--- config.mk ---
export PLATFORM = sky130hd
export DESIGN_NAME = tv80_mem_arbiter
export DESIGN_NICKNAME = d
export VERILOG_FILES = /design/src/rtl/tv80_mem_arbiter.sv
export SDC_FILE = /design/constraint.sdc
export NUM_CORES = 1
export LEC_CHECK = 0
export CORE_AREA = 2 2 71 73
export CTS_CLUSTER_SIZE = 14
export DETAILED_ROUTE_END_ITERATION = 16
export DIE_AREA = 0 0 73 75
export PLACE_DENSITY = 0.91
export SLEW_MARGIN = 25
export SYNTH_ARGS = -nofsm -noshare
export SYNTH_HDL_FRONTEND = slang
export SYNTH_SLANG_ARGS = --single-unit
export TNS_END_PERCENT = 10
--- constraint.sdc ---
create_clock -name clk -period 3.55 [get_ports clk]
set_clock_uncertainty 0.2 [all_clocks]
set_input_delay 0.8875 -clock clk [delete_from_list [all_inputs] [get_ports clk]]
set_output_delay 0.8875 -clock clk [all_outputs]
set_load 0.01 [all_outputs]
--- src/rtl/tv80_mem_arbiter.sv ---
// tv80_mem_arbiter: TV80 memory decode with per-region latency and CPU/GPU frame-buffer arbitration
//   clk, reset_n             : clock, asynchronous active-low reset
//   ready, cpu_*             : TV80 bus cycle in; cpu_wait_n stretches it
//   gpu_req, gpu_addr_a/b    : GPU FB read pair request; gpu_gnt/gpu_valid report issue/data
//   rom_*, ram_*, fb_*       : block-RAM ports; *_di_valid flags CPU read data
//   unmapped                 : pulse on a CPU access above RAM_TOP
module tv80_mem_arbiter #(
    parameter int          ROM_AW    = 14,
    parameter int          FB_AW     = 11,
    parameter int          RAM_AW    = 12,
    parameter logic [15:0] FB_BASE   = 16'h4000,
    parameter logic [15:0] RAM_BASE  = 16'h4800,
    parameter logic [15:0] RAM_TOP   = 16'h50FF,
    parameter int          ROM_LAT   = 1,
    parameter int          RAM_LAT   = 2,
    parameter int          FB_LAT    = 1,
    parameter int          MAX_DEFER = 4
) (
    input  logic              clk,
    input  logic              reset_n,
    input  logic              ready,
    input  logic [15:0]       cpu_addr_in,
    input  logic              cpu_mreq_n,
    input  logic              cpu_wr_n,
    input  logic              gpu_req,
    input  logic [FB_AW-1:0]  gpu_addr_a,
    input  logic [FB_AW-1:0]  gpu_addr_b,
    output logic [ROM_AW-1:0] rom_addra,
    output logic              rom_ena,
    output logic [RAM_AW-1:0] ram_addra,
    output logic              ram_ena,
    output logic              ram_wea,
    output logic [FB_AW-1:0]  fb_addra,
    output logic              fb_ena,
    output logic              fb_wea,
    output logic [FB_AW-1:0]  fb_addrb,
    output logic              fb_enb,
    output logic              rom_di_valid,
    output logic              ram_di_valid,
    output logic              fb_di_valid,
    output logic              cpu_wait_n,
    output logic              gpu_gnt,
    output logic              gpu_valid,
    output logic              unmapped
);
    typedef enum logic [1:0] {IDLE, WAIT, ACK} state_t;
    typedef enum logic [1:0] {R_ROM, R_FB, R_RAM, R_UNM} region_t;
    localparam int MAX_LAT = (ROM_LAT > RAM_LAT ? (ROM_LAT > FB_LAT ? ROM_LAT : FB_LAT)
                                                : (RAM_LAT > FB_LAT ? RAM_LAT : FB_LAT));
    localparam int LW = $clog2(MAX_LAT + 1);
    localparam int DW = $clog2(MAX_DEFER + 1);
    localparam logic [31:0] ROM_END = 32'(1) << ROM_AW;
    localparam logic [31:0] FB_END  = 32'(FB_BASE) + (32'(1) << FB_AW);
    state_t            state, state_n;
    region_t           region_q, dec, cur_region;
    logic [15:0]       addr_q, cur_addr;
    logic              wr_q;
    logic [LW-1:0]     lat_cnt, lat_n, lat_issue;
    logic [DW-1:0]     defer_cnt, defer_n;
    logic [FB_LAT-1:0] gv_q;
    logic              cpu_req, fb_raw, gpu_wins, issue, cpu_act, cpu_fb, ack_rd;
    always_comb begin
        dec        = 32'(cpu_addr_in) < ROM_END ? R_ROM :
                     (cpu_addr_in >= FB_BASE && 32'(cpu_addr_in) < FB_END) ? R_FB :
                     (cpu_addr_in >= RAM_BASE && cpu_addr_in <= RAM_TOP) ? R_RAM : R_UNM;
        cur_region = state == IDLE ? dec : region_q;
        cur_addr   = state == IDLE ? cpu_addr_in : addr_q;
        cpu_req    = ~cpu_mreq_n & ready & reset_n;
        fb_raw     = ~cpu_mreq_n & (dec == R_FB);
        // A pending CPU FB access yields to the GPU until it has deferred MAX_DEFER times
        gpu_wins   = state == IDLE && cpu_req && dec == R_FB && gpu_req && defer_cnt < DW'(MAX_DEFER);
        issue      = state == IDLE && cpu_req && !gpu_wins;
        cpu_act    = issue || state != IDLE;
        cpu_fb     = cpu_act && cur_region == R_FB;
        gpu_gnt    = gpu_req & reset_n & ~cpu_fb;
        lat_issue  = dec == R_ROM ? LW'(ROM_LAT - 1) : dec == R_FB ? LW'(FB_LAT - 1) :
                     dec == R_RAM ? LW'(RAM_LAT - 1) : '0;
        state_n    = issue ? (lat_issue != '0 ? WAIT : ACK) :
                     state == WAIT ? (lat_cnt <= LW'(1) ? ACK : WAIT) :
                     (state == ACK && cpu_mreq_n) ? IDLE : state;
        lat_n      = issue ? lat_issue : state == WAIT ? lat_cnt - 1'b1 : lat_cnt;
        defer_n    = gpu_wins ? defer_cnt + 1'b1 : (issue || !fb_raw) ? '0 : defer_cnt;
        ack_rd     = state == ACK && !wr_q;
    end
    assign rom_ena      = cpu_act && cur_region == R_ROM;
    assign rom_addra    = ROM_AW'(cur_addr);
    assign ram_ena      = cpu_act && cur_region == R_RAM;
    assign ram_wea      = issue && dec == R_RAM && !cpu_wr_n;
    assign ram_addra    = RAM_AW'(cur_addr - RAM_BASE);
    assign fb_ena       = cpu_fb | gpu_gnt;
    assign fb_wea       = issue && dec == R_FB && !cpu_wr_n;
    assign fb_addra     = gpu_gnt ? gpu_addr_a : FB_AW'(cur_addr - FB_BASE);
    assign fb_enb       = gpu_gnt;
    assign fb_addrb     = gpu_addr_b;
    assign rom_di_valid = ack_rd && region_q == R_ROM;
    assign ram_di_valid = ack_rd && region_q == R_RAM;
    assign fb_di_valid  = ack_rd && region_q == R_FB;
    assign cpu_wait_n   = reset_n & (state == ACK || (state == IDLE && ready && cpu_mreq_n));
    assign unmapped     = issue && dec == R_UNM;
    assign gpu_valid    = gv_q[FB_LAT-1];
    always_ff @(posedge clk or negedge reset_n) begin
        if (!reset_n) begin
            state     <= IDLE;
            lat_cnt   <= '0;
            defer_cnt <= '0;
            gv_q      <= '0;
            addr_q    <= '0;
            region_q  <= R_UNM;
            wr_q      <= 1'b0;
        end else begin
            state     <= state_n;
            lat_cnt   <= lat_n;
            defer_cnt <= defer_n;
            gv_q      <= FB_LAT'({gv_q, gpu_gnt});
            if (issue) begin
                addr_q   <= cpu_addr_in;
                region_q <= dec;
                wr_q     <= ~cpu_wr_n;
            end
        end
    end
endmodule

=== Yosys cells after proc, flatten, opt, wreduce, memory -nomap -nowiden ===
Index checks and enable logic that the tools add are counted.

* Register bits: 25
* Input port bits: 44
* Word-level logic and storage cells: 93

* $add $sub $neg: 4
* Magnitude comparators: 7
* Eq/ne operators: 9
* Muxes and demuxes: 18
* Bitwise operators: 10
* Reductions and logical operators: 38

{| class="wikitable"
|+ Operators with widths
! operator !! count
|-
| $ge 16x15->1 const B || 2
|-
| $lt 16x15->1 const B || 2
|-
| $logic_and 1x1->1 || 22
|-
| $mux 2 || 10
|-
| $le 16x15->1 const B || 1
|-
| $mux 14 || 1
|-
| $sub 12x12->12 const B || 1
|-
| $mux 11 || 1
|-
| $sub 11x1->11 const B || 1
|-
| $eq 2x2->1 const B || 5
|-
| $eq 2x1->1 const B || 4
|-
| $logic_not 2->1 || 4
|-
| $reduce_bool 2->1 || 4
|-
| $and 1x1->1 || 6
|-
| $mux 3 || 2
|-
| $logic_not 1->1 || 4
|-
| $mux 1 || 4
|-
| $add 3x1->3 const B || 1
|-
| $logic_or 1x1->1 || 3
|-
| $lt 3x3->1 const B || 1
|-
| $not 1->1 || 3
|-
| $reduce_bool 3->1 || 1
|-
| $le 2x1->1 const B || 1
|-
| $sub 2x1->2 const B || 1
|-
| $or 1x1->1 || 1
|}

=== Longest topological paths before layout ===
Gate-level depths: netlist of run 1.

* Depth after elaboration: 16
* Mapped depth: 8

=== Least setup slack after synthesis of run 1 ===
No wires, ideal clock.

* Path type: input to output
* Start point: input port cpu_addr_in[15]
* End point: output port fb_addra[0]
* Data arrival time: 2.390 ns
* Data required time: 2.463 ns
* Setup slack: 0.073 ns
* Stages: 6
* Cell sequence: nor4_1 > and4b_1 > o32ai_4 > a21oi_2 > buf_6 > mux2_4

* Word-level cells in the longest chain between the ends: 16
* Elaborated cells on any way between the ends: 23
* Classes of those cells: order compare (5); eq/ne (2); mux (5); bitwise (2); reduce/logical (9)

{| class="wikitable"
|+ Ends and longest elaborated chain
! item !! line !! text
|-
| start, declared || 22 || <nowiki>input logic [15:0] cpu_addr_in,</nowiki>
|-
| $ge 16x15->1 / $le 16x15->1 (equally long branches) || 65 || <nowiki>(cpu_addr_in >= RAM_BASE && cpu_addr_in <= RAM_TOP) ? R_RAM : R_UNM;</nowiki>
|-
| $logic_and 1x1->1 || 65 ||
|-
| $mux 1 || 65 ||
|-
| $mux 2 || 64 || <nowiki>(cpu_addr_in >= FB_BASE && 32'(cpu_addr_in) < FB_END) ? R_FB :</nowiki>
|-
| $mux 2 * || 63 || <nowiki>dec = 32'(cpu_addr_in) < ROM_END ? R_ROM :</nowiki>
|-
| $eq 2x1->1 || 71 || <nowiki>gpu_wins = state == IDLE && cpu_req && dec == R_FB && gpu_req && defer_cnt < DW'(MAX_DEFER);</nowiki>
|-
| $logic_and 1x1->1 (3 in a row) || 71 ||
|-
| $logic_not 1->1 || 72 || <nowiki>issue = state == IDLE && cpu_req && !gpu_wins;</nowiki>
|-
| $logic_and 1x1->1 || 72 ||
|-
| $logic_or 1x1->1 || 73 || <nowiki>cpu_act = issue || state != IDLE;</nowiki>
|-
| $logic_and 1x1->1 * || 74 || <nowiki>cpu_fb = cpu_act && cur_region == R_FB;</nowiki>
|-
| $not 1->1 * || 75 || <nowiki>gpu_gnt = gpu_req & reset_n & ~cpu_fb;</nowiki>
|-
| $and 1x1->1 * || 75 ||
|-
| net fb_enb || 37 || <nowiki>output logic fb_enb,</nowiki>
|-
| $mux 11 * || 92 || <nowiki>assign fb_addra = gpu_gnt ? gpu_addr_a : FB_AW'(cur_addr - FB_BASE);</nowiki>
|-
| end, declared || 33 || <nowiki>output logic [FB_AW-1:0] fb_addra,</nowiki>
|}

The timed path passes the listed nets; every way through them passes the cells marked *.

=== Worst setup path after layout of run 1 ===
* Start point: input port cpu_addr_in[12]
* End point: output port fb_addra[6]

* Word-level cells in the longest chain between the ends: 16
* Elaborated cells on any way between the ends: 23
* Classes of those cells: order compare (5); eq/ne (2); mux (5); bitwise (2); reduce/logical (9)

{| class="wikitable"
|+ Ends and longest elaborated chain
! item !! line
|-
| $ge 16x15->1 / $le 16x15->1 (equally long branches) || 65
|-
| $logic_and 1x1->1 || 65
|-
| $mux 1 || 65
|-
| $mux 2 || 64
|-
| $mux 2 * || 63
|-
| $eq 2x1->1 || 71
|-
| $logic_and 1x1->1 (3 in a row) || 71
|-
| $logic_not 1->1 || 72
|-
| $logic_and 1x1->1 || 72
|-
| $logic_or 1x1->1 || 73
|-
| $logic_and 1x1->1 * || 74
|-
| $not 1->1 * || 75
|-
| $and 1x1->1 * || 75
|-
| $mux 11 * || 92
|}

Mark *: on every way between the ends. The rest lies on a longest branch, timed or not.

==> results_dict.tcl, run 1 <==
set metrics [dict create \
    status "complete, but fails checks" \
    violations "setup timing" \
    hold_start "addr_q[6]" \
    critPathTopFamily "buffers and inverters" \
    min_delay_path_depth 2 \
    path_clk_slew_ns 0.09 \
    die_h_um 75 \
    drt-initial-drc-count 100 \
    ys_warn_count 0 \
    synth.distinct_cells 37 \
    r2r-start "state[0]" \
    end_kind "output port" \
    fin_crit_sh 1.05 \
    synthCells 192 \
    crit_required_ns 2.46 \
    grt_setup_unrepaired "yes" \
    grt.overflow.total 0 \
    clockBufferDepth 2 \
    synth_top_area_cell "dfrtp_1" \
    initial_core_util 0.371 \
    synth_edf_count 0 \
    crit_chain "buf_6 -> nor4_4 -> buf_4 -> and4b_2 -> o32ai_4 -> a21oi_2 -> buf_6 -> buf_6 -> mux2_4 -> buf_6" \
    cp.arrival_ns 2.65 \
    slowest_delay_ns 0.29 \
    cp_num_buf_inv 5 \
    tightest_slew_ns 0.344 \
    final_nets 327 \
    core_sq_mm 0.00466 \
    synth_flop_cell "dfrtp_1" \
    die-area_sq_mm 0.00548 \
    vdd_drop_max_mv 0.202 \
    p_leak_nw 1.31 \
    diodes 0 \
    syn_to_final_growth_pct 59.0 \
    first_pass_iters 4 \
    grt_pass1_wl_um 8220 \
    worst_slack_ns -0.189 \
    cts_htree_levels 1 \
    drt-vias-per-instance 5.13 \
    fmax_mhz 267 \
    syn_nets 238 \
    grt_max_degree 28 \
    reg2reg_slack_ns 1.41 \
    clkLatencyLatePin_ns 0.27 \
    r2r.worst_path.cells 7 \
    hp-class "reg -> reg" \
    grt_pass1_vias 1773 \
    report.final.slew_viol_count 0 \
    gp_congestion 0.959 \
    tritoncts "built" \
    port_buffers 82 \
    die_w_um 73 \
    setup_violations 12 \
    ios 105 \
    dp_hpwl_um 3860 \
    yosysTopAreaCellShare 0.333 \
    crit_type "in -> out" \
    synthesis.area_sq_mm 0.00173 \
    holdPathEnd "addr_q[6]" \
    cts.sinks 25 \
    r2r-end "state[1]" \
    numCtsBuffers 3 \
    grt_usage 0.190 \
    path_max_fanout 8 \
    routed_wl_um 5310 \
    hold_viol_final 0 \
    drive_above_1_share 0.343 \
    dr_total_vias 1714 \
    placementRows 25 \
    worst_setup_path_start_kind "primary input" \
    avgSynthCellArea_sq_um 9.01 \
    yosys-top-cells-area "dfrtp_1 (33%), nand2_1 (11%), buf_4 (10%), mux2_2 (9.8%), mux2_4 (7.8%)" \
    antenna_found_initial 0 \
    finish.instance_area_sq_mm 0.00275 \
    drc 0 \
    dpl_worst_slack_ns -0.881 \
    relSlewSlack 0.770 \
    path_common_cell "buf_6" \
    maxCapViolCount 0 \
    clock-root-buffer "clkbuf_8" \
    powerDensity_mw_per_mm2 391 \
    yosysSeqAreaShare 0.363 \
    async_flop_share 1.00 \
    finalPower_mw 1.08 \
    postPlaceCellArea_sq_mm 0.00260 \
    fin_crit_ns 3.74 \
    routedWlPerCell_um 15.9 \
    ys_seq_elements 25 \
    crit_slowest_cell "mux2_4" \
    fin_util 0.590 \
    ant_nets 0 \
]
[stage by stage]
stage                     TNS [ns]  hold slack [ns]  std cells
after global routing         -2.61            0.306        334
after global placement      -13.49            0.252        324
after CTS                    -1.19            0.278        333
after floorplan                  0            0.240        192
after detailed placement    -14.16            0.257        324
final                        -1.69            0.274        334
[timing repair]
action / in CTS / in global routing
gates resized for setup: 126 / 3
endpoints found under the hold margin: 0 / 0
hold buffers: 0 / 0
pin swaps: 9 / 3
setup endpoints to repair: 20 / 18
setup buffers: 5 / 1
[cell families (layout without fill, tap and decap cells)]
group | after synthesis | after routing | synth area share
buf+inv | 34 | 122 | 0.134
simple gates | 82 | 82 | 0.207
mux | 25 | 25 | 0.181
xor+xnor | 1 | 1 | 0.00506
flops | 25 | 25 | 0.363
fa+ha+maj | 2 | 2 | 0.0145
compound gates | 23 | 23 | 0.0955
[layout make-up]
class	instances	area, sq um
Inverter	4	15.0
Clock buffer	3	41.3
Timing Repair Buffer	114	1070
Sequential cell	25	628
Clock inverter	1	5.00
Tap cell	54	67.6
Multi-Input combinational cell	133	926
Fill cell	386	1910
[cell usage in the layout, fill, tap and decap left out, types with 2 or more instances in the layout]
cell type        synthesis  layout
a21oi_1                  7       6
a21oi_2                  1       2
buf_2                    2       6
buf_4                   23      25
buf_6                    2      21
clkbuf_8                 0       3
clkdlybuf4s50_1          0      51
dfrtp_1                 23      23
dfstp_2                  2       2
dlygate4sd2_1            0       8
ha_1                     2       2
inv_1                    4       4
mux2_2                  15      13
mux2_4                   9      11
nand2_1                 53      51
nand2_2                  0       2
nor2_1                  11       9
nor2b_1                  2       2
nor3_1                   5       5
nor3b_1                  3       3
o21ai_0                  6       5
[report_power, final]
part / leakage [nW] / switching [mW] / internal, mW
sequential: 0.317 / 0.0406 / 0.350
clock: 0.0255 / 0.0927 / 0.0785
combinational: 0.970 / 0.216 / 0.297
total: 1.31 / 0.350 / 0.725
[sequential cells by signal, indices dropped and copies added, names as in the netlist]
name	flops
region_q	2
addr_q	14
defer_cnt	3
wr_q	1
gpu_valid	1
state	2
lat_cnt	2
[tightest hold or removal path, stage by stage, from the launching register on]
cell,delay [ns]
dfrtp_1,0.35
nand2_1,0.05
nand2_1,0.05
[layer usage]
layer / global-route usage / up-vias / wire length, um
met5: 0 / - / 0
met1: 0.231 / 837 / 2060
met2: 0.350 / 70 / 2830
met4: 0.0267 / 0 / 6
met3: 0.0428 / 2 / 407
li1: - / 805 / -
[worst max-delay path by stage]
| stage | slack (ns) | end | depth (start not counted) | from |
|---|---|---|---|---|
| after global placement | -0.83 | fb_addra[2] | 8 | cpu_addr_in[11] |
| after global routing | -0.26 | fb_addra[6] | 9 | cpu_addr_in[10] |
| after detailed placement | -0.88 | fb_addra[3] | 9 | cpu_addr_in[15] |
| final | -0.19 | fb_addra[6] | 10 | cpu_addr_in[12] |
| after floorplan | 0.07 | fb_addra[0] | 6 | cpu_addr_in[15] |
| after CTS | -0.17 | fb_addra[7] | 10 | cpu_addr_in[12] |
[cells in the mapped netlist (2+ instances only)]
| library cell | number |
|---|---|
| nor2b_1 | 2 |
| nand2_1 | 53 |
| buf_4 | 23 |
| ha_1 | 2 |
| mux2_2 | 15 |
| clkbuf_1 | 3 |
| o21ai_0 | 6 |
| dfstp_2 | 2 |
| mux2_4 | 9 |
| dfrtp_1 | 23 |
| nor3b_1 | 3 |
| buf_6 | 2 |
| nor2_1 | 11 |
| inv_1 | 4 |
| buf_2 | 2 |
| nor3_1 | 5 |
| a21oi_1 | 7 |
Power figures use the tool's default switching activity.
==> run 2, diff against run 1 <==
--- a/config.mk
+++ b/config.mk
@@ -5,6 +5,7 @@
 export SDC_FILE = /design/constraint.sdc
 export NUM_CORES = 1
 export LEC_CHECK = 0
+export CAP_MARGIN = 20
 export CORE_AREA = 2 2 71 73
 export CTS_CLUSTER_SIZE = 14
 export DETAILED_ROUTE_END_ITERATION = 16
==> results of run 2 <==
Same layout as run 1: the final DEF is identical, and so are final timing and power.
